**src/rtl/muldiv_unit.sv**
```systemverilog
// Iterative HI/LO multiply/divide unit for the EX stage.
// One shift-add (multiply) or restoring-divide step per clock, followed by a
// single sign-correction cycle that writes HI/LO and pulses done.
// HI/LO can also be written directly (MTHI/MTLO) while the unit is idle.
module muldiv_unit #(
    parameter int WIDTH = 32
) (
    input  logic             clk,
    input  logic             reset,
    input  logic             start,
    input  logic [1:0]       op,
    input  logic [WIDTH-1:0] busA,
    input  logic [WIDTH-1:0] busB,
    input  logic             hi_we,
    input  logic             lo_we,
    input  logic [WIDTH-1:0] wdata,
    output logic             busy,
    output logic             done,
    output logic [WIDTH-1:0] hi,
    output logic [WIDTH-1:0] lo
);

    localparam int CW = (WIDTH > 1) ? $clog2(WIDTH) : 1;

    typedef enum logic [1:0] {
        IDLE = 2'd0,
        RUN  = 2'd1,
        FIX  = 2'd2
    } state_t;

    state_t               state_q, state_d;
    logic [CW-1:0]        count_q, count_d;
    logic                 is_div_q, is_div_d;
    logic                 sign_a_q, sign_a_d;
    logic                 sign_b_q, sign_b_d;
    // a: |multiplicand| or |dividend|; b: |multiplier| (shifted) or |divisor|
    logic [WIDTH-1:0]     a_q, a_d;
    logic [WIDTH-1:0]     b_q, b_d;
    // Multiply: running product. Divide: {remainder, quotient}.
    logic [2*WIDTH-1:0]   acc_q, acc_d;
    logic [WIDTH-1:0]     hi_q, hi_d;
    logic [WIDTH-1:0]     lo_q, lo_d;
    logic                 done_q, done_d;

    logic                 last_iter;
    logic                 in_neg_a;
    logic                 in_neg_b;
    logic [WIDTH:0]       mul_sum;
    logic [WIDTH:0]       rem_sh;
    logic                 q_bit;
    logic [WIDTH-1:0]     rem_next;
    logic [2*WIDTH-1:0]   prod;

    // Two's-complement negate when n is set (sign correction / magnitude).
    function automatic logic [WIDTH-1:0] fix_sign_w(input logic [WIDTH-1:0] x,
                                                    input logic n);
        return n ? -x : x;
    endfunction

    function automatic logic [2*WIDTH-1:0] fix_sign_2w(input logic [2*WIDTH-1:0] x,
                                                       input logic n);
        return n ? -x : x;
    endfunction

    assign last_iter = (count_q == CW'(WIDTH - 1));

    // State and datapath registers; reset clears everything and aborts any op.
    always_ff @(posedge clk) begin
        if (reset) begin
            state_q  <= IDLE;
            count_q  <= '0;
            is_div_q <= 1'b0;
            sign_a_q <= 1'b0;
            sign_b_q <= 1'b0;
            a_q      <= '0;
            b_q      <= '0;
            acc_q    <= '0;
            hi_q     <= '0;
            lo_q     <= '0;
            done_q   <= 1'b0;
        end else begin
            state_q  <= state_d;
            count_q  <= count_d;
            is_div_q <= is_div_d;
            sign_a_q <= sign_a_d;
            sign_b_q <= sign_b_d;
            a_q      <= a_d;
            b_q      <= b_d;
            acc_q    <= acc_d;
            hi_q     <= hi_d;
            lo_q     <= lo_d;
            done_q   <= done_d;
        end
    end

    // Next-state: IDLE -> RUN on start, WIDTH iterations, one FIX cycle.
    always_comb begin
        state_d = state_q;
        case (state_q)
            IDLE:    if (start) state_d = RUN;
            RUN:     if (last_iter) state_d = FIX;
            FIX:     state_d = IDLE;
            default: state_d = IDLE;
        endcase
    end

    // Datapath: operand capture, per-bit iteration, sign fix and HI/LO writes.
    always_comb begin
        count_d  = count_q;
        is_div_d = is_div_q;
        sign_a_d = sign_a_q;
        sign_b_d = sign_b_q;
        a_d      = a_q;
        b_d      = b_q;
        acc_d    = acc_q;
        hi_d     = hi_q;
        lo_d     = lo_q;
        done_d   = 1'b0;

        // op[0]=0 selects the signed variants
        in_neg_a = ~op[0] & busA[WIDTH-1];
        in_neg_b = ~op[0] & busB[WIDTH-1];

        // Multiply step: add multiplicand into the upper half if the current
        // multiplier bit is set; the carry is kept and shifted back in.
        mul_sum  = {1'b0, acc_q[2*WIDTH-1:WIDTH]} + (b_q[0] ? {1'b0, a_q} : '0);

        // Divide step: shifted remainder needs WIDTH+1 bits before the trial
        // subtract; the kept remainder always fits back into WIDTH bits.
        rem_sh   = acc_q[2*WIDTH-1:WIDTH-1];
        q_bit    = (rem_sh >= {1'b0, b_q});
        rem_next = q_bit ? (rem_sh[WIDTH-1:0] - b_q) : rem_sh[WIDTH-1:0];

        prod     = fix_sign_2w(acc_q, sign_a_q ^ sign_b_q);

        case (state_q)
            IDLE: begin
                if (start) begin
                    // start takes priority over a same-cycle MTHI/MTLO
                    is_div_d = op[1];
                    sign_a_d = in_neg_a;
                    sign_b_d = in_neg_b;
                    a_d      = fix_sign_w(busA, in_neg_a);
                    b_d      = fix_sign_w(busB, in_neg_b);
                    acc_d    = op[1] ? {{WIDTH{1'b0}}, fix_sign_w(busA, in_neg_a)} : '0;
                    count_d  = '0;
                end else begin
                    if (hi_we) hi_d = wdata;
                    if (lo_we) lo_d = wdata;
                end
            end
            RUN: begin
                count_d = count_q + CW'(1);
                if (is_div_q) begin
                    acc_d = {rem_next, acc_q[WIDTH-2:0], q_bit};
                end else begin
                    acc_d = {mul_sum, acc_q[WIDTH-1:1]};
                    b_d   = b_q >> 1;
                end
            end
            FIX: begin
                done_d = 1'b1;
                if (!is_div_q) begin
                    hi_d = prod[2*WIDTH-1:WIDTH];
                    lo_d = prod[WIDTH-1:0];
                end else if (b_q == '0) begin
                    // Divide by zero: raw dividend back in HI, all ones in LO
                    hi_d = fix_sign_w(a_q, sign_a_q);
                    lo_d = '1;
                end else begin
                    // Remainder follows the dividend's sign
                    lo_d = fix_sign_w(acc_q[WIDTH-1:0], sign_a_q ^ sign_b_q);
                    hi_d = fix_sign_w(acc_q[2*WIDTH-1:WIDTH], sign_a_q);
                end
            end
            default: ;
        endcase
    end

    // Outputs: busy for RUN and FIX, registered done pulse, HI/LO registers.
    always_comb begin
        busy = (state_q != IDLE);
        done = done_q;
        hi   = hi_q;
        lo   = lo_q;
    end

endmodule

```
**config.mk**
```make
export PLATFORM = sky130hd
export DESIGN_NAME = muldiv_unit
export DESIGN_NICKNAME = d
export VERILOG_FILES = /design/src/rtl/muldiv_unit.sv
export SDC_FILE = /design/constraint.sdc
export NUM_CORES = 1
export LEC_CHECK = 0
export ABC_AREA = 1
export BUFFER_PORTS_ARGS = -buffer_cell sky130_fd_sc_hd__buf_2
export CAP_MARGIN = 20
export CORE_MARGIN = 10
export CORE_UTILIZATION = 45
export CTS_BUF_LIST = sky130_fd_sc_hd__clkbuf_4 sky130_fd_sc_hd__clkbuf_8
export CTS_CLUSTER_SIZE = 12
export DETAILED_ROUTE_END_ITERATION = 10
export PLACE_DENSITY = 0.72
export SYNTH_ARGS = -nofsm -noshare
export SYNTH_HDL_FRONTEND = slang
export SYNTH_SLANG_ARGS = --single-unit
```
**constraint.sdc**
```tcl
create_clock -name clk -period 2.53 [get_ports clk]
set_input_delay 0.506 -clock clk [delete_from_list [all_inputs] [get_ports clk]]
set_output_delay 0.506 -clock clk [all_outputs]
set_load 0.01 [all_outputs]
```
# Word level (Yosys, flattened, before mapping)
# Cells that the tools add are included.
[word_totals]
out_inout_bits = 66
ff_bits = 203
[classes]
eq_ne = 9
muxes = 31
n_addsub = 9
n_reduce_logical = 11
n_lt_le_gt_ge = 1
n_bitwise = 4
[ops]
columns = ["op", "n"]
rows = [
  ["32-bit two-way mux", 18],
  ["64-bit two-way mux", 3],
  ["32-bit one-hot mux with 2 select lines", 3],
  ["32-bit negator", 5],
  ["64-bit one-hot mux with 2 select lines", 1],
  ["64-bit negator", 1],
  ["32-bit by 32-bit adder with 33-bit output", 1],
  ["33-bit by 32-bit >= comparator with 1-bit output", 1],
  ["32-bit logical NOT", 1],
  ["32-bit subtractor", 1],
  ["2-bit inequality test, second input constant", 6],
  ["5-bit one-hot mux with 2 select lines", 1],
  ["3-bit AND reduction", 3],
  ["2-bit AND reduction", 3],
  ["2-bit nonzero test", 3],
  ["5-bit by 1-bit adder with 5-bit output, second input constant", 1],
  ["5-bit == test, second input constant", 1],
  ["5-bit two-way mux", 1],
  ["2-bit two-way mux", 2],
  ["2-bit one-hot mux with 2 select lines", 1],
  ["1-bit AND", 2],
  ["2-bit by 1-bit == test with 1-bit output, second input constant", 1],
  ["2-bit == test, second input constant", 1],
  ["2-bit logical NOT", 1],
  ["3 further kinds", 3],
]

# Depth between registers and ports, before layout
# Gate-level depths: netlist of the first run.
[logic_depth]
word_depth = 6
mapped_depth = 20
depth_no_buf = 18

# Worst setup path after synthesis of the first run
# Ideal clock, no wire load.
[synth_timing]
kind = "register -> register"
start = "reg b_q[0]"
end = "reg acc_q[53]"
n_path_buf = 2
period_less_slack_ns = 2.474
required_time_ns = 2.398
setup_ns = 0.132
arrival_ns = 2.342
setup_slack_ns = 0.056
path_stages_with_launch = 20
path_cell_list = "dfxtp_1 > buf_6 > clkbuf_1 > nand2_1 > inv_1 > ha_1 > inv_1 > fa_1 > o21ai_1 > nand2_1 > nand2_1 > nand2_1 > nand2_1 > nand2_1 > nand3_1 > nand3_1 > nand2_1 > inv_1 > nand2_1 > a21oi_1"
[synth_between]
elab_chain_cells = 4
word_cells_on_any_way = 7
[synth_lines]
columns = ["element", "line_no", "rtl"]
rows = [
  ["start: declaration", "38", "logic [WIDTH-1:0] b_q, b_d;"],
  ["start signal: assignment", "76", "b_q <= '0;"],
  ["start signal: assignment", "88", "b_q <= b_d;"],
  ["32-bit two-way mux, or another cell as far along", "126", "mul_sum = {1'b0, acc_q[2*WIDTH-1:WIDTH]} + (b_q[0] ? {1'b0, a_q} : '0);"],
  ["32-bit by 32-bit adder with 33-bit output / 32-bit two-way mux (equally long branches)", "126, 132", ""],
  ["64-bit two-way mux *", "154", "if (is_div_q) begin"],
  ["64-bit one-hot mux with 2 select lines *", "136", "case (state_q)"],
  ["end signal: assignment", "77", "acc_q <= '0;"],
  ["end signal: assignment", "89", "acc_q <= acc_d;"],
  ["end: declaration", "40", "logic [2*WIDTH-1:0] acc_q, acc_d;"],
]
# Mark *: on every way between the ends. The rest lies on a longest branch, timed or not.
# A chain may end at the register's enable or synchronous reset.

# Worst setup path in the final report of the first run
[layout_timing]
start = "reg b_q[13]"
end = "reg acc_q[55]"
[layout_between]
elab_chain_cells = 4
word_cells_on_any_way = 5
[layout_lines]
columns = ["element", "line_no", "rtl"]
rows = [
  ["32-bit subtractor / 33-bit by 32-bit >= comparator with 1-bit output (equally long branches)", "132, 131", ""],
  ["32-bit two-way mux *", "132", "rem_next = q_bit ? (rem_sh[WIDTH-1:0] - b_q) : rem_sh[WIDTH-1:0];"],
  ["64-bit two-way mux *", "154", ""],
  ["64-bit one-hot mux with 2 select lines *", "136", ""],
]
# Marks and branches as above.

==> summary.txt, run 1 <==
Worst setup path
  • CP Class: flip-flop to flip-flop
  • Worst setup EP type: flip-flop
  • CP peak stage delay: 380 ps
  • Worst r2r path cells: 16
  • Crit path launch: b_q[13]
  • CP max FO: 5
  • Crit-path slowest cell: ha_1
  • R2r startpoint: b_q[13]
  • CP Cell Sequence: inv_1 -> ha_1 -> nand2_1 -> inv_1 -> nand2_1 -> nand2_1 -> a21oi_1 -> nand2_1 -> nand2_1 -> nand2_1 -> nand2_1 -> nand2_1 -> nand2_1 -> nand3_1 -> nand3_1 -> a21oi_1
  • Reg-to-reg slack, setup: 110 ps
  • Worst path most repeated cell: nand2_1
  • Worst Path Arrival: 2870 ps
  • Startpoint Class: flip-flop
  • Worst EP required: 2990 ps

GRT
  • Total track usage: 29.9%
  • Total grt overflow: 0
  • First-pass GRT wire length: 128 mm
  • Initial antenna violation count: 3
  • Vias in the first global route: 22.0k
  • Largest net degree at the start of global routing: 112

Die
  • Starting Density: 45.7%
  • Die width: 232 um
  • IO Count: 169
  • DIE AREA: 53900 um2
  • Die height: 232 um
  • Core Area: 44300 um2
  • Rows: 77

Power and ir drop
  • Flop pwr share: 29.7%
  • NetSw: 5400 uW
  • PwrDens: 526 nW/um2
  • Leakage: 0.0117 uW
  • Clk network pwr share: 27.2%
  • Logic pwr share: 43.1%
  • Switching power share of the total: 43.3%
  • VDD IR max: 0.000362 V
  • Power Internal: 7060 uW

Route
  • DRT iter0 DRCs: 3248
  • Via count: 24.8k
  • First-pass iteration count of the detailed router: 6
  • DRC viols: 0
  • Post-DR vias/cell: 5.62
  • Drt total wl: 84.4 mm
  • Antenna Nets Post-Route: 0
  • DR WL/cell: 19.1 um

Clock tree
  • Clk Latency, worst-skew pair: 630 ps
  • Clock Sinks: 203
  • CTS Buf Count: 38
  • CTS tree: yes
  • Clk pin slew, worst setup/hold paths: 60 ps
  • Postcts setup bufs: 0
  • CTS Buffer Depth: 3
  • Root buf cell: clkbuf_8
  • H-tree Lvls: 2

Finish
  • Share of layout cells above drive strength 1: 15.3%
  • Multi-input logic area: 14100 um2
  • # fillers: 4746
  • Final Util: 53.4%
  • Register area: 4070 um2
  • Post-route cell area: 23700 um2
  • Syn-to-layout area delta: 16.9%
  • Final-stage net count: 3979

Worst hold path
  • Min-delay src: op[1]
  • Worst hold path depth: 3
  • Hold WC Path Type: input port to flip-flop

Timing
  • RSZ-0062 raised after global routing: true
  • Slew HR: 55.1%
  • Layout Skew: 45.8 ps
  • Final slew viol count: 0
  • Max Fclk: 414 MHz
  • Min Tclk post-route: 2420 ps
  • Setup TNS Final: 0 ps
  • Hold Slack: 169 ps
  • Fin crit share: 95.6%
  • Final hold vios: 0
  • Worst-Margin Slew: 674 ps
  • # setup viols final: 0

Place
  • Placed wire-length estimate: 66.9 mm
  • Area after DPL: 22500 um2
  • GP Congestion: 1.05
  • Port Buf Inserts: 168

Synth
  • Synth Register Bits: 203
  • Post-Syn Area: 20300 um2
  • Post-Synthesis Cells: 3586
  • Most used DFF post-synth: dfxtp_1
  • Number of enable flip-flop cells after synthesis: 0
  • Syn_area_per_cell: 5.65 um2
  • Number of synthesis warnings: 0
  • Syn Nets: 3762
  • Distinct cells, synth: 57
  • Register area share after synthesis: 20.1%
  • Fraction of registers with async set/reset: 0%

Run status
  • Run status: finished clean

Flow run
  • Max_cap viols: 0
## final timing paths
kind / endpoint
setup / recovery: acc_q[55]
hold / removal: is_div_q
setup reg to reg: acc_q[55]
hold reg to reg: b_q[2]
## layout by cell type (no fill, tap or decap), drive strengths merged
master    instances
a211oi            3
a21boi            3
a21o              4
a21oi           364
a221oi            4
a31o              1
a31oi            30
and2              5
and3              1
buf             328
bufinv            1
clkbuf           58
clkinv            4
clkinvlp          2
dfxtp           203
diode             2
fa                2
ha               71
inv             467
nand2           983
nand3           341
nand3b           17
nand4            57
nor2            378
nor3             39
nor3b             1
nor4              4
o2111ai           1
o211ai           22
o21a              6
o21ai           328
o21bai           11
o221ai            7
o31ai             2
or2               4
xnor2            10
xor2             63
## cells by family after synthesis
kind of cell | count (synthesis) | synth area share, %
xor gates and xnor gates | 73 | 3.16
DFF | 203 | 20.1
buffers and inverters | 621 | 12.2
adders and majority gates | 73 | 4.58
and+or+nand+nor | 1830 | 39.2
AOI/OAI and AO/OA | 786 | 20.8
## per-stage QoR
stage | instances | setup slack (ps) | total power, uW
2_1_floorplan | 3586 | 55.9 | 7100
3_3_place_gp | 4354 | 76.2 | 8760
3_5_place_dp | 4354 | 5.58 | 8780
4_1_cts | 4416 | 68.8 | 12100
5_1_grt | 4418 | -44.3 | 13200
6_report | 4419 | 112 | 12500
## final cells by class
type                    instances  area share, %
clock inverters                 5          0.232
well taps                     592           3.13
inverters                     469           7.45
repair buffers                329           9.33
multi-input cells            2762           59.7
diodes                          2         0.0211
clock buffers                  57           2.97
flip-flops and latches        203           17.2
## Yosys cell counts (10+ instances only)
| cell | instances | area [um2] |
|---|---|---|
| o21bai_1 | 10 | 75.1 |
| inv_2 | 25 | 93.8 |
| a31oi_1 | 30 | 188 |
| o21ai_0 | 285 | 1430 |
| o211ai_1 | 22 | 165 |
| nor2_1 | 344 | 1290 |
| inv_1 | 441 | 1660 |
| nand4_1 | 56 | 350 |
| a21oi_1 | 357 | 1790 |
| nor2_4 | 11 | 124 |
| nor3_1 | 34 | 170 |
| nand2_2 | 20 | 125 |
| buf_6 | 10 | 113 |
| dfxtp_1 | 203 | 4060 |
| nand3_1 | 333 | 1670 |
| ha_1 | 71 | 888 |
| nand3b_1 | 17 | 128 |
| nor2_2 | 20 | 125 |
| clkbuf_1 | 93 | 349 |
| o21ai_1 | 39 | 195 |
| nand2_1 | 960 | 3600 |
| buf_2 | 34 | 170 |
| xor2_1 | 63 | 552 |
| xnor2_1 | 10 | 87.6 |
## worst max-delay path, delay by kind of cell, from the launching register on
kind | cells | cell delay (ps)
and+or+nand+nor | 11 | 1180
buffers and inverters | 2 | 180
adders and majority gates | 1 | 380
AOI/OAI and AO/OA | 2 | 220
DFF | 1 | 330
## sequential cells by signal (all words and copies together), names as in the netlist
signal and flops:
a_q 32, sign_b_q 1, lo 32, done 1, hi 32, sign_a_q 1, state_q 2, is_div_q 1
b_q 32, count_q 5, acc_q 64
## power by group through the flow
stage	logic (uW)	clock network (uW)	registers, uW
after floorplan	3380	0	3720
after global placement	5020	0	3750
after detailed placement	5030	0	3750
after CTS	5060	3400	3680
after global routing	5890	3540	3720
final	5360	3390	3710
## per-layer routing
layer	wire length, um	vias to the layer above	track usage, %
li1	-	12200	-
met1	36100	11200	40.9
met2	35300	1307	43.9
met3	10400	163	9.20
met4	2610	4	9.03
met5	23	-	0
## what timing repair did
item / CTS / global route
resized for setup: 1 / 94
hold buffers: 0 / 0
cloned: 0 / 1
pin swaps: 0 / 3
endpoints found under the setup margin: 1 / 46
Note: power is estimated with default switching activity, not from simulation.
==> run 2, diff against run 1 <==
--- a/config.mk
+++ b/config.mk
@@ -13,7 +13,8 @@
 export CTS_BUF_LIST = sky130_fd_sc_hd__clkbuf_4 sky130_fd_sc_hd__clkbuf_8
 export CTS_CLUSTER_SIZE = 12
 export DETAILED_ROUTE_END_ITERATION = 10
-export PLACE_DENSITY = 0.72
+export GPL_ROUTABILITY_DRIVEN = 0
+export PLACE_DENSITY = 0.65
 export SYNTH_ARGS = -nofsm -noshare
 export SYNTH_HDL_FRONTEND = slang
 export SYNTH_SLANG_ARGS = --single-unit
==> summary.txt, run 2 (synthesis results as in run 1) <==
Flow run
  • Max_cap viols: 0 (unchanged)

Route
  • Post-DR vias/cell: 5.64 (+0.38%)
  • Drt total wl: 83.5 mm (-1.0%)
  • DRT iter0 DRCs: 3151 (-3.0%)
  • First-pass iteration count of the detailed router: 6 (unchanged)
  • Antenna Nets Post-Route: 0 (unchanged)
  • DR WL/cell: 18.9 um (-0.95%)
  • DRC viols: 0 (unchanged)
  • Via count: 24.9k (+0.29%)

Worst setup path
  • Startpoint Class: flip-flop
  • Worst setup EP type: flip-flop
  • CP peak stage delay: 470 ps (+90 ps)
  • CP Cell Sequence: buf_4 -> nor2_1 -> nand2_1 -> inv_2 -> nand2_1 -> nor3_1 -> nand4_1 -> nand2_1 -> nand2_1 -> nand2_1 -> nand2_1 -> nand2_1 -> nand2_1 -> a21oi_1
  • CP bufs+invs: 2 (unchanged)
  • Crit path max-delay family: simple AND/OR/NAND/NOR gates
  • Worst path most repeated cell: nand2_1
  • Worst Path Arrival: 3060 ps (+190 ps)
  • Crit-path slowest cell: nor3_1
  • Worst r2r path cells: 14 (-2)
  • CP max FO: 8 (+3)
  • Worst EP required: 3080 ps (+90 ps)
  • CP Class: flip-flop to flip-flop
  • Crit. path cell count: 14 (-2)

Clock tree
  • Root buf cell: clkbuf_8
  • Hold_buf cts: 0 (unchanged)
  • Clk pin slew, worst setup/hold paths: 70 ps (about the same)
  • Clk Latency, worst-skew pair: 630 ps (about the same)
  • CTS Buffer Depth: 3 (unchanged)
  • Clock Sinks: 203 (unchanged)
  • H-tree Lvls: 2 (unchanged)
  • CTS tree: yes
  • CTS Buf Count: 38 (unchanged)

Timing
  • Slew HR: 50.5% (-4.6 points)
  • Max Fclk: 398 MHz (-3.8%)
  • Worst-Margin Slew: 742 ps (+68.7 ps)
  • # setup viols final: 0 (unchanged)
  • Fin crit share: 99.3% (+3.8 points)
  • Min Tclk post-route: 2510 ps (+95.6 ps)
  • Final hold vios: 0 (unchanged)
  • Final slew viol count: 0 (unchanged)
  • Final setup margin: 16.9 ps (-95.6 ps)
  • RSZ-0062 raised after global routing: true
  • Layout Skew: 29.4 ps (-16.4 ps)

Finish
  • Largest register FFs: 64 (unchanged)
  • Most frequent cells in the layout: 937 x nand2_1, 437 x inv_1, 344 x a21oi_1
  • Post-route cell area: 24000 um2 (+1.4%)
  • Most common cell after layout, fill and taps aside: nand2_1
  • Largest Register: acc_q
  • Final-stage net count: 3969 (-0.25%)
  • Final Util: 54.2% (+0.77 points)
  • Share of layout cells above drive strength 1: 16.2% (+0.91 points)
  • Syn-to-layout area delta: 18.6%

Place
  • Pre-CTS WS: -36.3 ps (-41.8 ps)
  • Placed wire-length estimate: 66.2 mm (-0.98%)
  • Area after DPL: 22400 um2 (-0.20%)
  • Port Buf Inserts: 168 (unchanged)

Worst hold path
  • Hold WC Path Type: input port to flip-flop
  • Worst hold path depth: 3 (unchanged)

GRT
  • Total grt overflow: 0 (unchanged)
  • Total track usage: 29.6% (-0.28 points)
  • First-pass GRT wire length: 128 mm (about the same)
  • Largest net degree at the start of global routing: 113 (+0.89%)
  • Initial antenna violation count: 1 (-2)
  • Vias in the first global route: 22.2k (+0.89%)

Die
  • IO Count: 169 (unchanged)
  • Core Area: 44300 um2 (unchanged)
  • Die height: 232 um (unchanged)
  • DIE AREA: 53900 um2 (unchanged)
  • Rows: 77 (unchanged)
  • Starting Density: 45.7% (unchanged)
  • Die width: 232 um (unchanged)

Power and ir drop
  • Flop pwr share: 28.6% (-1.1 points)
  • Overall power: 13000 uW (+4.4%)
  • NetSw: 5460 uW (+1.2%)
  • Leakage: 0.0117 uW (+0.21%)
  • Clk network pwr share: 29.9% (+2.7 points)
  • Switching power share of the total: 42.0% (-1.3 points)
  • Power Internal: 7540 uW (+6.9%)
  • Logic pwr share: 41.6% (-1.5 points)
  • PwrDens: 541 nW/um2 (+2.9%)
  • VDD IR max: 0.000629 V (+74%)

Run status
  • Run status: finished clean
[run 2: path summary, 6_finish.rpt]
path	endpoint	start	slack (ps)
hold / removal	is_div_q	op[1]	160
setup reg to reg	hi[9]	acc_q[39]	20
setup / recovery	hi[9]	acc_q[39]	20
hold reg to reg	b_q[28]	b_q[28]	460
[run 2: per-stage QoR]
| step | TNS, ps | instances | hold slack (ps) |
|---|---|---|---|
| global placement | 0 | 4343 | 454 |
| detailed placement | -49.2 | 4343 | 456 |
| finish | 0 | 4415 | 158 |
| floorplan | 0 | 3586 | 444 |
| global route | -256 | 4413 | 163 |
| CTS | 0 | 4410 | 126 |
[run 2: power by group through the flow]
stage	Clock [uW]	Combinational [uW]	Sequential, uW
floorplan	0	3380	3720
global placement	0	5040	3760
detailed placement	0	5050	3760
CTS	3920	5080	3690
global route	4050	5930	3730
finish	3890	5400	3710
[run 2: area by class of cell]
cell class	instances	area [um2]
repair buffers	319	2160
flip-flops and latches	203	4080
clock buffers	55	694
well taps	592	741
diodes	3	7.51
fillers	4694	20300
inverters	469	1760
clock inverters	12	205
multi-input cells	2762	14400
[run 2: metal layers]
layer | wire (um) | track usage, % | vias to the layer above
met1 | 36600 | 42.3 | 11200
met4 | 2310 | 8.39 | 0
li1 | - | - | 12200
met2 | 34400 | 42.4 | 1349
met5 | 0 | 0 | -
met3 | 10100 | 7.93 | 166
[run 2: what timing repair did]
action	4_1_cts	5_1_grt
setup endpoints to repair	6	39
gates cloned	0	1
resized for setup	1	141
endpoints found under the hold margin	0	0
buffers inserted	0	1
pin swaps	0	9
[run 2: tightest hold or removal path, stage by stage]
cell     delay [ps]
buf_2           110
nand2_1          70
a21oi_1          50
